## src/rtl/sensor_frame_capture.sv

```systemverilog
// Collects four id-tagged sensor readings and publishes them atomically as one frame.
// Optional macro SENSOR_AVG_EN: publish a rounded running average instead of raw readings.
`timescale 1ns/1ps
module sensor_frame_capture #(
    parameter int TIMEOUT = 1000,
    parameter int TIMER_W = 16
) (
    input  logic       clk,
    input  logic       rst,
    input  logic       in_valid,
    output logic       in_ready,
    input  logic [1:0] in_id,
    input  logic [7:0] in_data,
    output logic [7:0] sensor1,
    output logic [7:0] sensor2,
    output logic [7:0] sensor3,
    output logic [7:0] sensor4,
    output logic       frame_valid,
    output logic       timeout_err,
    output logic [7:0] frame_count
);
    typedef enum logic [1:0] {IDLE, COLLECT, PUBLISH} state_t;

    state_t               state, state_nxt;
    logic [3:0]           mask, mask_nxt, mask_hit;
    logic [TIMER_W-1:0]   timer, timer_nxt;
    logic [3:0][7:0]      shadow;
    logic [3:0][7:0]      pub, pub_val;
    logic                 shadow_we, pub_en, to_err;

    assign mask_hit = mask | (4'b0001 << in_id);

    always_ff @(posedge clk or posedge rst) begin
        if (rst) begin
            state <= IDLE;
            mask  <= '0;
            timer <= '0;
        end else begin
            state <= state_nxt;
            mask  <= mask_nxt;
            timer <= timer_nxt;
        end
    end

    always_comb begin
        state_nxt = state;
        mask_nxt  = mask;
        timer_nxt = timer;
        shadow_we = 1'b0;
        pub_en    = 1'b0;
        to_err    = 1'b0;
        in_ready  = !rst && (state != PUBLISH);
        case (state)
            IDLE: begin
                if (in_valid && in_ready) begin
                    shadow_we = 1'b1;
                    mask_nxt  = 4'b0001 << in_id;
                    timer_nxt = '0;
                    state_nxt = COLLECT;
                end
            end
            COLLECT: begin
                // completion takes priority over a coincident timeout
                if (in_valid && in_ready && mask_hit == 4'hF) begin
                    shadow_we = 1'b1;
                    mask_nxt  = mask_hit;
                    timer_nxt = '0;
                    state_nxt = PUBLISH;
                end else if (timer == TIMER_W'(TIMEOUT - 1)) begin
                    to_err    = 1'b1;
                    mask_nxt  = '0;
                    timer_nxt = '0;
                    state_nxt = IDLE;
                end else begin
                    timer_nxt = timer + 1'b1;
                    if (in_valid && in_ready) begin
                        shadow_we = 1'b1;
                        mask_nxt  = mask_hit;
                    end
                end
            end
            PUBLISH: begin
                pub_en    = 1'b1;
                mask_nxt  = '0;
                state_nxt = IDLE;
            end
            default: state_nxt = IDLE;
        endcase
    end

    always_ff @(posedge clk or posedge rst) begin
        if (rst)            shadow <= '0;
        else if (shadow_we) shadow[in_id] <= in_data;
    end

`ifdef SENSOR_AVG_EN
    logic first_frame;

    always_ff @(posedge clk or posedge rst) begin
        if (rst)         first_frame <= 1'b1;
        else if (pub_en) first_frame <= 1'b0;
    end

    for (genvar g = 0; g < 4; g++) begin : g_lane
        assign pub_val[g] = first_frame ? shadow[g]
                          : 8'((9'(pub[g]) + 9'(shadow[g]) + 9'd1) >> 1);
    end
`else
    assign pub_val = shadow;
`endif

    always_ff @(posedge clk or posedge rst) begin
        if (rst) begin
            pub         <= '0;
            frame_valid <= 1'b0;
            timeout_err <= 1'b0;
            frame_count <= '0;
        end else begin
            frame_valid <= pub_en;
            timeout_err <= to_err;
            if (pub_en) begin
                pub         <= pub_val;
                frame_count <= frame_count + 8'd1;
            end
        end
    end

    assign sensor1 = pub[0];
    assign sensor2 = pub[1];
    assign sensor3 = pub[2];
    assign sensor4 = pub[3];
endmodule

```

## config.mk

```make
export PLATFORM = sky130hd
export DESIGN_NAME = sensor_frame_capture
export DESIGN_NICKNAME = d
export VERILOG_FILES = /design/src/rtl/sensor_frame_capture.sv
export SDC_FILE = /design/constraint.sdc
export NUM_CORES = 1
export LEC_CHECK = 0
export BUFFER_PORTS_ARGS = -buffer_cell sky130_fd_sc_hd__buf_2
export CAP_MARGIN = 20
export CORE_AREA = 2 2 102 80
export DETAILED_ROUTE_END_ITERATION = 8
export DIE_AREA = 0 0 104 82
export GPL_TIMING_DRIVEN = 0
export PLACE_DENSITY = 0.78
export REMOVE_ABC_BUFFERS = 1
export SKIP_CTS_REPAIR_TIMING = 1
export SLEW_MARGIN = 10
export SYNTH_ARGS = -nofsm -noshare
export SYNTH_HDL_FRONTEND = slang
export SYNTH_SLANG_ARGS = --single-unit
```

## constraint.sdc

```tcl
create_clock -name clk -period 4.2 [get_ports clk]
set_clock_uncertainty 0.05 [all_clocks]
set_input_delay 0.84 -clock clk [delete_from_list [all_inputs] [get_ports clk]]
set_output_delay 0.84 -clock clk [all_outputs]
set_load 0.02 [all_outputs]
```

==> impl_metrics.csv <==
group,metric,value,unit
clocking,cts_buffers,9,
logic_synthesis,seq_area_frac_synth,57.5,%
timing,slew_viol_final,0,
timing,post-route-min-period,2.97,ns
logic_synthesis,synth_edf_count,0,
worst_setup_path,start_kind,"flop",
clocking,cts_tree,"done",
logic_synthesis,synth_top_area_cell,"dfrtp_1",
power_and_ir_drop,pwr-share-clk,24.6,%
grt,grt_overflow,0,
cells_and_area,areaGrowthSynthToFinish,15.5,%
timing,finalCritPeriodShare,70.7,%
cells_and_area,fillerInstances,603,
logic_synthesis,ys_seq_elements,96,
logic_synthesis,synthTopCellsByCount,"dfrtp_1 (96), mux2_2 (62), nor2_1 (24)",
logic_synthesis,syn_inst,319,
grt,grt_pass1_wl,12600,um
run_status,status,"finished clean",
clocking,path_clk_slew,0.09,ns
detailed_routing,wl_per_cell,16.0,um
power_and_ir_drop,comb_power_share,26.5,%
clocking,htree_levels,3,
grt,grt_pass1_vias,2625,
power_and_ir_drop,swShare,31.3,%
logic_synthesis,synth_area_per_cell,13.1,sq um
die,die_y,82,um
worst_setup_path,worstPathCellList,"inv_1, ha_2, nor3b_2, nand2b_1, or3_1, a21oi_4, mux2_2",
logic_synthesis,async_flop_share,100,%
clocking,clkLatencyLatePin,0.36,ns
detailed_routing,drt.antenna.violating_nets,0,
detailed_routing,vias,2665,
placement,dpl.hpwl,5330,um
die,die_w,104,um
worst_setup_path,cp_max_fo,19,
logic_synthesis,synth-main-ff-cell,"dfrtp_1",
clocking,cts.sinks,96,
worst_setup_path,slowest_stage,"or3_1",
logic_synthesis,synth_top_cell_area_share,57.5,%
power_and_ir_drop,leakagePower,2.33,nW
worst_setup_path,slowest_delay,0.54,ns
detailed_routing,first_pass_iters,4,
hold_path,hp-class,"flop to flop",
power_and_ir_drop,switchingPower,0.856,mW
power_and_ir_drop,p_seq_share,48.9,%
detailed_routing,drt_iter0_drc,86,
grt,grt_max_degree,67,
cells_and_area,nets,397,
worst_setup_path,arrival,3.16,ns
power_and_ir_drop,p_total,2.73,mW
timing,rsz0062_at_grt,"no",
logic_synthesis,ys.warnings.count,0,
die,dieArea,0.00853,sq mm
run,drv_cap,0,
timing,max_freq,0.337,GHz
grt,antenna_found_initial,0,
cells_and_area,layout.cells.non_filler,488,
die,initial_core_util,55.2,%
die,ios,56,
power_and_ir_drop,p_int,1.88,mW
clocking,root_buffer,"clkbuf_8",
power_and_ir_drop,p_per_area,566,mW/mm^2
detailed_routing,drcViolationCount,0,
cells_and_area,antenna_cells,0,
power_and_ir_drop,ir_worst_vdd,331,uV
detailed_routing,vias_per_cell,5.46,
worst_setup_path,worstSetupPathType,"flop to flop",
placement,place.gp.congestion,0.843,
detailed_routing,routed_wl,7820,um
cells_and_area,drive_gt1_share,38.4,%
placement,io_buffers,55,
timing,slew_headroom,44.3,%
die,core-area,0.00757,sq mm
timing,setup_viol,0,
logic_synthesis,yosysMostFrequentCell,"dfrtp_1",
timing,tightest_slew,0.831,ns
timing,finalHoldViolCount,0,
worst_setup_path,cp-end-kind,"flop",
logic_synthesis,yosysUniqueCellTypes,50,
grt,track_usage,18.9,%
clocking,cts_buffer_depth,2,
worst_setup_path,required,4.39,ns
logic_synthesis,synthTopCellsByArea,"dfrtp_1 (57%), mux2_2 (17%), xnor2_1 (3.1%), nor2_1 (2.2%), ha_1 (1.8%)",
logic_synthesis,syn_area,0.00418,sq mm
die,num_rows,28,
placement,place_inst,472,
timing,setup_tns,0,ns
sequential cells by signal (all words and copies together), names as in the netlist:
signal / count
pub_val: 32
timer: 16
frame_count: 8
sensor1: 8
sensor2: 8
sensor3: 8
sensor4: 8
mask: 4
state: 2
frame_valid: 1
timeout_err: 1
metrics by stage:
stage	setup WS (ns)	hold slack, ns	util (%)	instance area [sq um]
global route	1.04	0.442	63.8	4830
floorplan	0.805	0.402	-	4130
global placement	-0.217	0.407	60.0	4540
finish	1.23	0.431	63.8	4830
CTS	1.23	0.441	63.8	4830
detailed placement	1.15	0.423	60.8	4600
metal layers:
metal	routed length [um]	GRT usage (%)	part of all wire (%)	vias up
met3	387	5.24	4.9	6
met4	53	5.68	0.68	0
li1	-	-	-	1254
met2	3940	32.0	50	62
met1	3440	24.2	44	1343
met5	0	0	0	-
power groups by stage:
stage          registers, mW  clock network [mW]  logic, mW
6_report                1.34               0.672      0.724
5_1_grt                 1.37               0.723      0.790
4_1_cts                 1.34               0.683      0.732
3_5_place_dp            1.36                   0      0.728
2_1_floorplan           1.43                   0      0.423
3_3_place_gp            1.34                   0      0.695
area by class of cell:
type / count / area, sq um / share of cell area [%]
tap: 105 / 131 / 2.72
timing repair buffer: 57 / 330 / 6.84
sequential: 96 / 2400 / 49.8
clock inverter: 6 / 90.1 / 1.87
inverter: 9 / 36.3 / 0.752
clock buffer: 10 / 138 / 2.85
multi-input combinational: 205 / 1700 / 35.2
cell usage in the layout (no fill, tap or decap), types with 3 or more instances in the layout:
cell / n
o211ai_1: 3
nor2_1: 24
nand4_1: 5
nand2_1: 14
clkbuf_8: 10
inv_1: 8
xnor2_1: 15
ha_1: 5
a21oi_1: 6
buf_2: 55
a31oi_1: 3
dfrtp_1: 96
nor3_1: 5
mux2_1: 3
and3_1: 4
nand3_1: 6
mux2_2: 62
o21ai_0: 5
nand2b_1: 3
a21o_1: 3
worst max-delay path, delay by kind of cell, from the launching register on:
kind	cells	cell delay, ns
AOI/OAI and AO/OA	1	0.45
adders and majority gates	1	0.36
buffers and inverters	1	0.08
DFF	1	0.40
muxes	1	0.39
and+or+nand+nor	3	1.11
logic make-up after synthesis:
kind of cell             after synthesis  synth area share (%)
XOR/XNOR                              17                  3.56
multiplexers                          66                  17.7
AND/OR/NAND/NOR                       77                  9.73
buffers and inverters                 18                  1.95
flip-flops                            96                  57.5
AO/OA/AOI/OAI                         39                  7.75
adder cells (fa/ha/maj)                6                  1.80
path summary, 6_finish.rpt:
| path | from | end | slack [ns] | depth (start not counted) |
|---|---|---|---|---|
| max | state[0] | pub_val[27] | 1.23 | 7 |
| min reg2reg | frame_count[7] | frame_count[7] | 0.43 | 1 |
| min in group asynchronous | rst | timer[8] | 0.44 | 2 |
| max reg2reg | state[0] | pub_val[27] | 1.23 | 7 |
| min | frame_count[7] | frame_count[7] | 0.43 | 1 |
| max in group asynchronous | rst | pub_val[29] | 3.02 | 3 |
Power figures use the tool's default switching activity.
